File: src/rtl/rpn_evaluator.sv
// rpn_evaluator: walks a token queue in reverse Polish order and evaluates
// it on an operand stack with signed Q8.8 arithmetic. The queue is an external
// read-only memory with one cycle of read latency. Each token costs a FETCH
// cycle and an EXEC cycle, and POW spends a further n cycles in a
// multiply loop.
module rpn_evaluator #(
    parameter int STACK_DEPTH      = 16,
    parameter int QUEUE_ADDR_WIDTH = 6
) (
    input  logic                        clk,
    input  logic                        rst,
    input  logic                        start,
    input  logic [15:0]                 x,
    input  logic [QUEUE_ADDR_WIDTH:0]   queue_len,
    output logic [QUEUE_ADDR_WIDTH-1:0] rd_addr,
    input  logic [16:0]                 rd_data,
    output logic                        busy,
    output logic                        done,
    output logic [15:0]                 result,
    output logic [2:0]                  error
);

    localparam int SP_W = $clog2(STACK_DEPTH + 1);
    localparam int SA_W = (STACK_DEPTH > 1) ? $clog2(STACK_DEPTH) : 1;
    localparam int IX_W = QUEUE_ADDR_WIDTH + 1;

    localparam logic [2:0]  OP_PLUS = 3'd0;
    localparam logic [2:0]  OP_SUB  = 3'd1;
    localparam logic [2:0]  OP_MUL  = 3'd2;
    localparam logic [2:0]  OP_DIV  = 3'd3;
    localparam logic [2:0]  OP_POW  = 3'd4;
    localparam logic [2:0]  OP_VAR  = 3'd6;
    localparam logic [15:0] FX_ONE  = 16'h0100;

    typedef enum logic [2:0] {
        IDLE, FETCH, EXEC, POW_LOOP, CHECK, DONE
    } state_e;

    typedef enum logic [2:0] {
        ERR_NONE       = 3'd0,
        ERR_UNDERFLOW  = 3'd1,
        ERR_OVERFLOW   = 3'd2,
        ERR_DIV_ZERO   = 3'd3,
        ERR_DEPTH      = 3'd4,
        ERR_ILLEGAL_OP = 3'd5,
        ERR_NEG_EXP    = 3'd6,
        ERR_EMPTY      = 3'd7
    } err_e;

    // Q8.8 multiply: full signed product, arithmetic shift right by 8, low 16 bits.
    function automatic logic [15:0] fx_mul(input logic [15:0] a, input logic [15:0] b);
        logic signed [31:0] prod;
        prod = $signed(a) * $signed(b);
        return prod[23:8];
    endfunction

    // Q8.8 divide: dividend pre-scaled by 256, signed quotient truncated toward zero.
    // A zero divisor is replaced by 1 so the unused quotient never goes to X;
    // the caller flags that case as an error and never consumes the value.
    function automatic logic [15:0] fx_div(input logic [15:0] a, input logic [15:0] b);
        logic signed [31:0] num;
        logic signed [31:0] den;
        logic signed [31:0] quo;
        num = {{8{a[15]}}, a, 8'h00};
        den = (b == 16'h0000) ? 32'sd1 : {{16{b[15]}}, b};
        quo = num / den;
        return quo[15:0];
    endfunction

    state_e               state_q, state_d;
    err_e                 error_q, error_d;
    logic [15:0]          x_q, x_d;
    logic [IX_W-1:0]      len_q, len_d;
    logic [IX_W-1:0]      idx_q, idx_d;
    logic [SP_W-1:0]      sp_q, sp_d;
    logic [15:0]          acc_q, acc_d;
    logic [15:0]          base_q, base_d;
    logic [6:0]           cnt_q, cnt_d;
    logic [15:0]          result_q, result_d;

    logic [15:0]          stack_mem [STACK_DEPTH];
    logic                 stk_we;
    logic [SA_W-1:0]      stk_waddr;
    logic [15:0]          stk_wdata;

    logic [SA_W-1:0]      push_idx, top_idx, nxt_idx;
    logic [15:0]          op_a, op_b, alu_y, acc_next;
    logic [2:0]           opcode;
    logic                 stack_full, under_two;
    logic [IX_W-1:0]      idx_inc;
    logic                 last_tok;
    err_e                 err_code;
    logic                 adv;

    // Stack addressing: top is b, the entry below it is a.
    assign push_idx   = SA_W'(sp_q);
    assign top_idx    = SA_W'(sp_q - SP_W'(1));
    assign nxt_idx    = SA_W'(sp_q - SP_W'(2));
    assign op_b       = stack_mem[top_idx];
    assign op_a       = stack_mem[nxt_idx];
    assign opcode     = rd_data[2:0];
    assign stack_full = (sp_q == SP_W'(STACK_DEPTH));
    assign under_two  = (sp_q < SP_W'(2));
    assign idx_inc    = idx_q + 1'b1;
    assign last_tok   = (idx_inc == len_q);
    assign acc_next   = fx_mul(acc_q, base_q);

    assign rd_addr = idx_q[QUEUE_ADDR_WIDTH-1:0];
    assign busy    = (state_q != IDLE) && (state_q != DONE);
    assign done    = (state_q == DONE);
    assign result  = result_q;
    assign error   = error_q;

    // Binary-operator datapath for the four single-cycle operators.
    always_comb begin
        unique case (opcode)
            OP_PLUS: alu_y = op_a + op_b;
            OP_SUB:  alu_y = op_a - op_b;
            OP_MUL:  alu_y = fx_mul(op_a, op_b);
            OP_DIV:  alu_y = fx_div(op_a, op_b);
            default: alu_y = 16'h0000;
        endcase
    end

    // Next-state logic: sequencing, stack updates and error detection.
    always_comb begin
        // NOTE: every variable gets a default before the case, so no path
        // leaves one unassigned and no latch is inferred.
        state_d   = state_q;
        error_d   = error_q;
        x_d       = x_q;
        len_d     = len_q;
        idx_d     = idx_q;
        sp_d      = sp_q;
        acc_d     = acc_q;
        base_d    = base_q;
        cnt_d     = cnt_q;
        result_d  = result_q;
        stk_we    = 1'b0;
        stk_waddr = push_idx;
        stk_wdata = rd_data[15:0];
        err_code  = ERR_NONE;
        adv       = 1'b0;

        unique case (state_q)
            IDLE: begin
                if (start) begin
                    x_d      = x;
                    len_d    = queue_len;
                    idx_d    = '0;
                    sp_d     = '0;
                    error_d  = ERR_NONE;
                    result_d = 16'h0000;
                    if (queue_len == '0) begin
                        error_d = ERR_EMPTY;
                        state_d = DONE;
                    end else begin
                        state_d = FETCH;
                    end
                end
            end

            FETCH: state_d = EXEC;

            EXEC: begin
                if (!rd_data[16] || (opcode == OP_VAR)) begin
                    // Number literal or the latched variable: a push.
                    if (stack_full) begin
                        err_code = ERR_OVERFLOW;
                    end else begin
                        stk_we    = 1'b1;
                        stk_waddr = push_idx;
                        stk_wdata = rd_data[16] ? x_q : rd_data[15:0];
                        sp_d      = sp_q + 1'b1;
                        adv       = 1'b1;
                    end
                end else begin
                    unique case (opcode)
                        OP_PLUS, OP_SUB, OP_MUL, OP_DIV: begin
                            if (under_two) begin
                                err_code = ERR_UNDERFLOW;
                            end else if ((opcode == OP_DIV) && (op_b == 16'h0000)) begin
                                err_code = ERR_DIV_ZERO;
                            end else begin
                                stk_we    = 1'b1;
                                stk_waddr = nxt_idx;
                                stk_wdata = alu_y;
                                sp_d      = sp_q - 1'b1;
                                adv       = 1'b1;
                            end
                        end
                        OP_POW: begin
                            if (under_two) begin
                                err_code = ERR_UNDERFLOW;
                            end else if (op_b[15]) begin
                                err_code = ERR_NEG_EXP;
                            end else if (op_b[14:8] == 7'd0) begin
                                // a^0 finishes here without entering the loop.
                                stk_we    = 1'b1;
                                stk_waddr = nxt_idx;
                                stk_wdata = FX_ONE;
                                sp_d      = sp_q - 1'b1;
                                adv       = 1'b1;
                            end else begin
                                // Pop b now; a's slot is overwritten when the loop ends.
                                acc_d   = FX_ONE;
                                base_d  = op_a;
                                cnt_d   = op_b[14:8];
                                sp_d    = sp_q - 1'b1;
                                state_d = POW_LOOP;
                            end
                        end
                        default: err_code = ERR_ILLEGAL_OP;
                    endcase
                end
            end

            POW_LOOP: begin
                acc_d = acc_next;
                cnt_d = cnt_q - 1'b1;
                if (cnt_q == 7'd1) begin
                    stk_we    = 1'b1;
                    stk_waddr = top_idx;
                    stk_wdata = acc_next;
                    adv       = 1'b1;
                end
            end

            CHECK: begin
                if (sp_q == SP_W'(1)) begin
                    result_d = op_b;
                    error_d  = ERR_NONE;
                end else begin
                    result_d = 16'h0000;
                    error_d  = ERR_DEPTH;
                end
                state_d = DONE;
            end

            DONE: state_d = IDLE;

            default: state_d = IDLE;
        endcase

        // A token error abandons the queue; otherwise a finished token moves the index on.
        if (err_code != ERR_NONE) begin
            error_d  = err_code;
            result_d = 16'h0000;
            state_d  = DONE;
        end else if (adv) begin
            idx_d   = idx_inc;
            state_d = last_tok ? CHECK : FETCH;
        end
    end

    // State and datapath registers with synchronous reset.
    always_ff @(posedge clk) begin
        // NOTE: sequential state uses non-blocking assignments so every register
        // samples pre-edge values regardless of statement order.
        if (rst) begin
            state_q  <= IDLE;
            error_q  <= ERR_NONE;
            x_q      <= 16'h0000;
            len_q    <= '0;
            idx_q    <= '0;
            sp_q     <= '0;
            acc_q    <= 16'h0000;
            base_q   <= 16'h0000;
            cnt_q    <= 7'd0;
            result_q <= 16'h0000;
        end else begin
            state_q  <= state_d;
            error_q  <= error_d;
            x_q      <= x_d;
            len_q    <= len_d;
            idx_q    <= idx_d;
            sp_q     <= sp_d;
            acc_q    <= acc_d;
            base_q   <= base_d;
            cnt_q    <= cnt_d;
            result_q <= result_d;
        end
    end

    // Operand stack storage.
    always_ff @(posedge clk) begin
        // NOTE: the stack array has no reset; clearing the stack pointer is what
        // empties it, so the storage can map onto plain RAM.
        if (stk_we) begin
            stack_mem[stk_waddr] <= stk_wdata;
        end
    end

endmodule

File: config.mk
export PLATFORM = sky130hd
export DESIGN_NAME = rpn_evaluator
export DESIGN_NICKNAME = d
export VERILOG_FILES = /design/src/rtl/rpn_evaluator.sv
export SDC_FILE = /design/constraint.sdc
export NUM_CORES = 2
export LEC_CHECK = 0
export CAP_MARGIN = 40
export CORE_MARGIN = 10
export CORE_UTILIZATION = 33
export DETAILED_ROUTE_END_ITERATION = 16
export SLEW_MARGIN = 20
export SYNTH_ARGS = -nofsm -noshare
export SYNTH_HDL_FRONTEND = slang
export SYNTH_SLANG_ARGS = --single-unit
File: constraint.sdc
create_clock -name clk -period 71.7 [get_ports clk]
set_clock_uncertainty 0.2 [all_clocks]
set_input_delay 21.51 -clock clk [delete_from_list [all_inputs] [get_ports clk]]
set_output_delay 21.51 -clock clk [all_outputs]
set_load 0.03 [all_outputs]
==> flow_summary.html <==
<table>
<tr><th>Metric</th><th>Value</th></tr>
<tr><th colspan="2">Run status</th></tr>
<tr><td>Run status</td><td>completed</td></tr>
<tr><th colspan="2">Critical path</th></tr>
<tr><td>Crit path top cell by count</td><td>sky130_fd_sc_hd__o21a_1</td></tr>
<tr><td>Crit path largest cell delay</td><td>560 ps</td></tr>
<tr><td>Crit path kind</td><td>reg2reg</td></tr>
<tr><td>Critical Path Slowest Stage Cell</td><td>sky130_fd_sc_hd__nor4_4</td></tr>
<tr><td>Required @ worst endpoint</td><td>71920 ps</td></tr>
<tr><td>Data arrival time of the critical path</td><td>69250 ps</td></tr>
<tr><td>Largest fanout on the critical path</td><td>19</td></tr>
<tr><td>Worst Reg2Reg Path Length in Cells</td><td>348</td></tr>
<tr><td>Critical path capture point type</td><td>flip-flop</td></tr>
<tr><td>Nature of the critical path startpoint</td><td>flip-flop</td></tr>
<tr><th colspan="2">Flow run</th></tr>
<tr><td>Max cap viols</td><td>0</td></tr>
<tr><th colspan="2">Clocking</th></tr>
<tr><td>TritonCTS clock tree</td><td>built</td></tr>
<tr><td>Hold-fix buffers at CTS</td><td>0</td></tr>
<tr><td>Clock-pin slew reported for the worst setup and hold paths after clock tree synthesis</td><td>60 ps</td></tr>
<tr><td>Htree depth</td><td>2</td></tr>
<tr><td>Maximum buffer depth of the clock tree</td><td>3</td></tr>
<tr><td>Number of buffers added by the clock tree synthesis step</td><td>38</td></tr>
<tr><td>Latest clock arrival within the worst-skew pair</td><td>550 ps</td></tr>
<tr><td>CTS Sinks</td><td>352</td></tr>
<tr><td>Root cell of the clock tree</td><td>sky130_fd_sc_hd__clkbuf_16</td></tr>
<tr><th colspan="2">Hold path</th></tr>
<tr><td>Type of the worst min-delay path</td><td>reg2reg</td></tr>
<tr><td>Worst hold path depth</td><td>2</td></tr>
<tr><th colspan="2">Cells and area</th></tr>
<tr><td>Share of layout cells above drive strength 1</td><td>0.179</td></tr>
<tr><td>Most frequent cells in the layout</td><td>896 x sky130_fd_sc_hd__nand2_1, 661 x sky130_fd_sc_hd__ha_1, 637 x sky130_fd_sc_hd__inv_1, 602 x sky130_fd_sc_hd__buf_4, 536 x sky130_fd_sc_hd__nor2_1</td></tr>
<tr><td>Nets@finish</td><td>9412</td></tr>
<tr><td>Commonest non-fill, non-tap cell in the layout</td><td>sky130_fd_sc_hd__nand2_1</td></tr>
<tr><td>Area growth from synthesis to layout</td><td>19.1%</td></tr>
<tr><th colspan="2">STA</th></tr>
<tr><td>Clock period minus worst slack</td><td>69030 ps</td></tr>
<tr><td>Min setup slack post-route</td><td>2670 ps</td></tr>
<tr><td>Slew at the pin with the worst max-slew slack</td><td>880 ps</td></tr>
<tr><td>Number of failing setup endpoints in the final timing report</td><td>0</td></tr>
<tr><td>Count of endpoints failing hold in the final timing report</td><td>0</td></tr>
<tr><td>Tcrit/Tclk final</td><td>0.963</td></tr>
<tr><td>Headroom to the max-slew limit</td><td>0.411</td></tr>
<tr><td>Max-slew violation total from the final report</td><td>0</td></tr>
<tr><td>Top achievable clock speed</td><td>14.5 MHz</td></tr>
<tr><th colspan="2">Die</th></tr>
<tr><td>Row cnt</td><td>162</td></tr>
<tr><td>Vertical die dimension</td><td>462 um</td></tr>
<tr><td>Total I/O pin count</td><td>70</td></tr>
<tr><td>Floorplan die area</td><td>213000 sq um</td></tr>
<tr><td>Starting utilization of the core area</td><td>0.331</td></tr>
<tr><td>Core box area</td><td>194000 sq um</td></tr>
<tr><td>Width of the die</td><td>462 um</td></tr>
<tr><th colspan="2">Drt</th></tr>
<tr><td>Final routed wirelength across all metal layers</td><td>249 mm</td></tr>
<tr><td>Antenna violation net count after detailed routing</td><td>0</td></tr>
<tr><td>Number of design-rule violations left by the first detailed-router iteration</td><td>5424</td></tr>
<tr><td>Via density</td><td>5.73</td></tr>
<tr><td>DR pass1 iterations</td><td>8</td></tr>
<tr><td>Wirelength per Cell</td><td>22.8 um</td></tr>
<tr><td>Via count</td><td>62400</td></tr>
<tr><td>DRC errors left</td><td>0</td></tr>
<tr><th colspan="2">Synthesis</th></tr>
<tr><td>Number of warning messages in the yosys log</td><td>0</td></tr>
<tr><td>Area share of the leading cell type in the synthesized netlist</td><td>0.134</td></tr>
<tr><td>Avg Cell Area, Syn</td><td>8.33 sq um</td></tr>
<tr><td>Count of flip-flops with a built-in enable after synthesis</td><td>256</td></tr>
<tr><td>Post-synthesis instance area</td><td>64300 sq um</td></tr>
<tr><td>Largest area contributor in the netlist</td><td>sky130_fd_sc_hd__ha_1</td></tr>
<tr><td>Leading post-synthesis cells by cell area</td><td>sky130_fd_sc_hd__ha_1 13%, sky130_fd_sc_hd__edfxtp_1 12%, sky130_fd_sc_hd__fa_1 12%</td></tr>
<tr><td>Distinct cells, synth</td><td>135</td></tr>
<tr><td>Count of state elements after synthesis</td><td>352</td></tr>
<tr><td>Post-synth top flop</td><td>sky130_fd_sc_hd__edfxtp_1</td></tr>
<tr><td>Register area share after synthesis</td><td>0.149</td></tr>
<tr><td>Count of mapped cells out of synthesis</td><td>7721</td></tr>
<tr><td>Share of synthesized registers carrying an async set or reset</td><td>0</td></tr>
<tr><th colspan="2">Global route</th></tr>
<tr><td>Initial antenna violation count</td><td>9</td></tr>
<tr><td>Overall track demand over capacity in global routing</td><td>0.222</td></tr>
<tr><td>Via count of the first global-routing pass</td><td>61000</td></tr>
<tr><td>Final global-route overflow total</td><td>0</td></tr>
<tr><td>First-pass GRT wire length</td><td>371 mm</td></tr>
<tr><td>Maximum number of pins on one net before global-route repair</td><td>58</td></tr>
<tr><th colspan="2">Placed design</th></tr>
<tr><td>Number of buffer cells added on primary ports</td><td>69</td></tr>
<tr><td>Worst setup timing slack at the placement stage</td><td>-3670 ps</td></tr>
<tr><td>Gpl congestion</td><td>0.967</td></tr>
<tr><td>Sum of net half-perimeters after detailed placement</td><td>191 mm</td></tr>
</table>
## area by class of cell
cell class / count / area (sq um)
fillers: 19500 / 118000
multi-input cells: 6531 / 53800
flip-flops and latches: 352 / 9610
repair buffers: 732 / 6180
well taps: 2542 / 3180
inverters: 650 / 2440
clock buffers: 40 / 980
clock inverters: 28 / 392
diodes: 7 / 17.5
## logic make-up after synthesis
group,Yosys count,share of synthesized area
AO/OA/AOI/OAI,1992,0.211
XOR/XNOR,436,0.0603
adder cells (fa/ha/maj),1064,0.251
buffers and inverters,982,0.0617
flip-flops,352,0.149
multiplexers,283,0.0734
other,2,0.000117
AND/OR/NAND/NOR,2610,0.193
## per-stage QoR
step / std cells / util / area, sq um / hold WS [ps] / TNS [ps]
floorplan: 7863 / - / 65000 / 236 / 0
global placement: 10700 / 0.370 / 71800 / 246 / -534200
detailed placement: 10700 / 0.370 / 72000 / 253 / -729170
CTS: 10800 / 0.380 / 73800 / 263 / 0
global route: 10900 / 0.394 / 76600 / 283 / -88250
finish: 10900 / 0.394 / 76600 / 261 / 0
## path summary, 6_finish.rpt
path / from / to / slack, ps
max reg2reg: sp_q[1] / stack_mem[1][14] / 2670
max: sp_q[1] / stack_mem[1][14] / 2670
min: x_q[9] / x_q[9] / 260
min reg2reg: x_q[9] / x_q[9] / 260
## sequential cells by signal (all words and copies together), names as in the netlist
signal     cells
sp_q           5
len_q          7
acc_q         16
stack_mem    256
idx_q          7
state_q        3
x_q           16
cnt_q          7
base_q        16
result        16
error          3
## Yosys cell counts, drive strengths merged, types with 63 or more instances
cell type  instances
nand2            912
ha               690
inv              649
nor2             583
a21oi            515
fa               374
o21ai            362
xnor2            300
edfxtp           256
nor3             235
a21o             217
clkbuf           214
and2             197
o21a             155
nand3            146
mux4             143
xor2             136
buf              118
nand2b           104
dfxtp             96
a31oi             94
mux2i             79
and3              74
or3               71
nand4             67
a211oi            65
nor2b             63
## worst max-delay path: cells and delay by family (launching register included)
family | cells | cell delay (ps)
flops | 1 | 320
buf+inv | 43 | 6810
xor+xnor | 2 | 530
fa+ha+maj | 32 | 9410
simple gates | 86 | 14780
compound gates | 178 | 34030
mux | 7 | 2600
## per-layer routing
metal  global-route usage  part of all wire  up-vias
li1                     -                 -    28700
met1                0.295              0.42    30600
met2                0.369              0.47     2541
met3               0.0268             0.071      517
met4               0.0796             0.042        6
met5                    0          0.000097        -
## timing repair
action	4_1_cts	5_1_grt
gates resized for setup	81	427
pin swaps	11	160
endpoints found under the setup margin	256	256
gates cloned	0	9
setup buffers	11	89
hold endpoints to repair	0	0
Power is left out: the tool's default activity adds up to more than one toggle a clock period on the data nets, which glitch-free logic cannot reach.
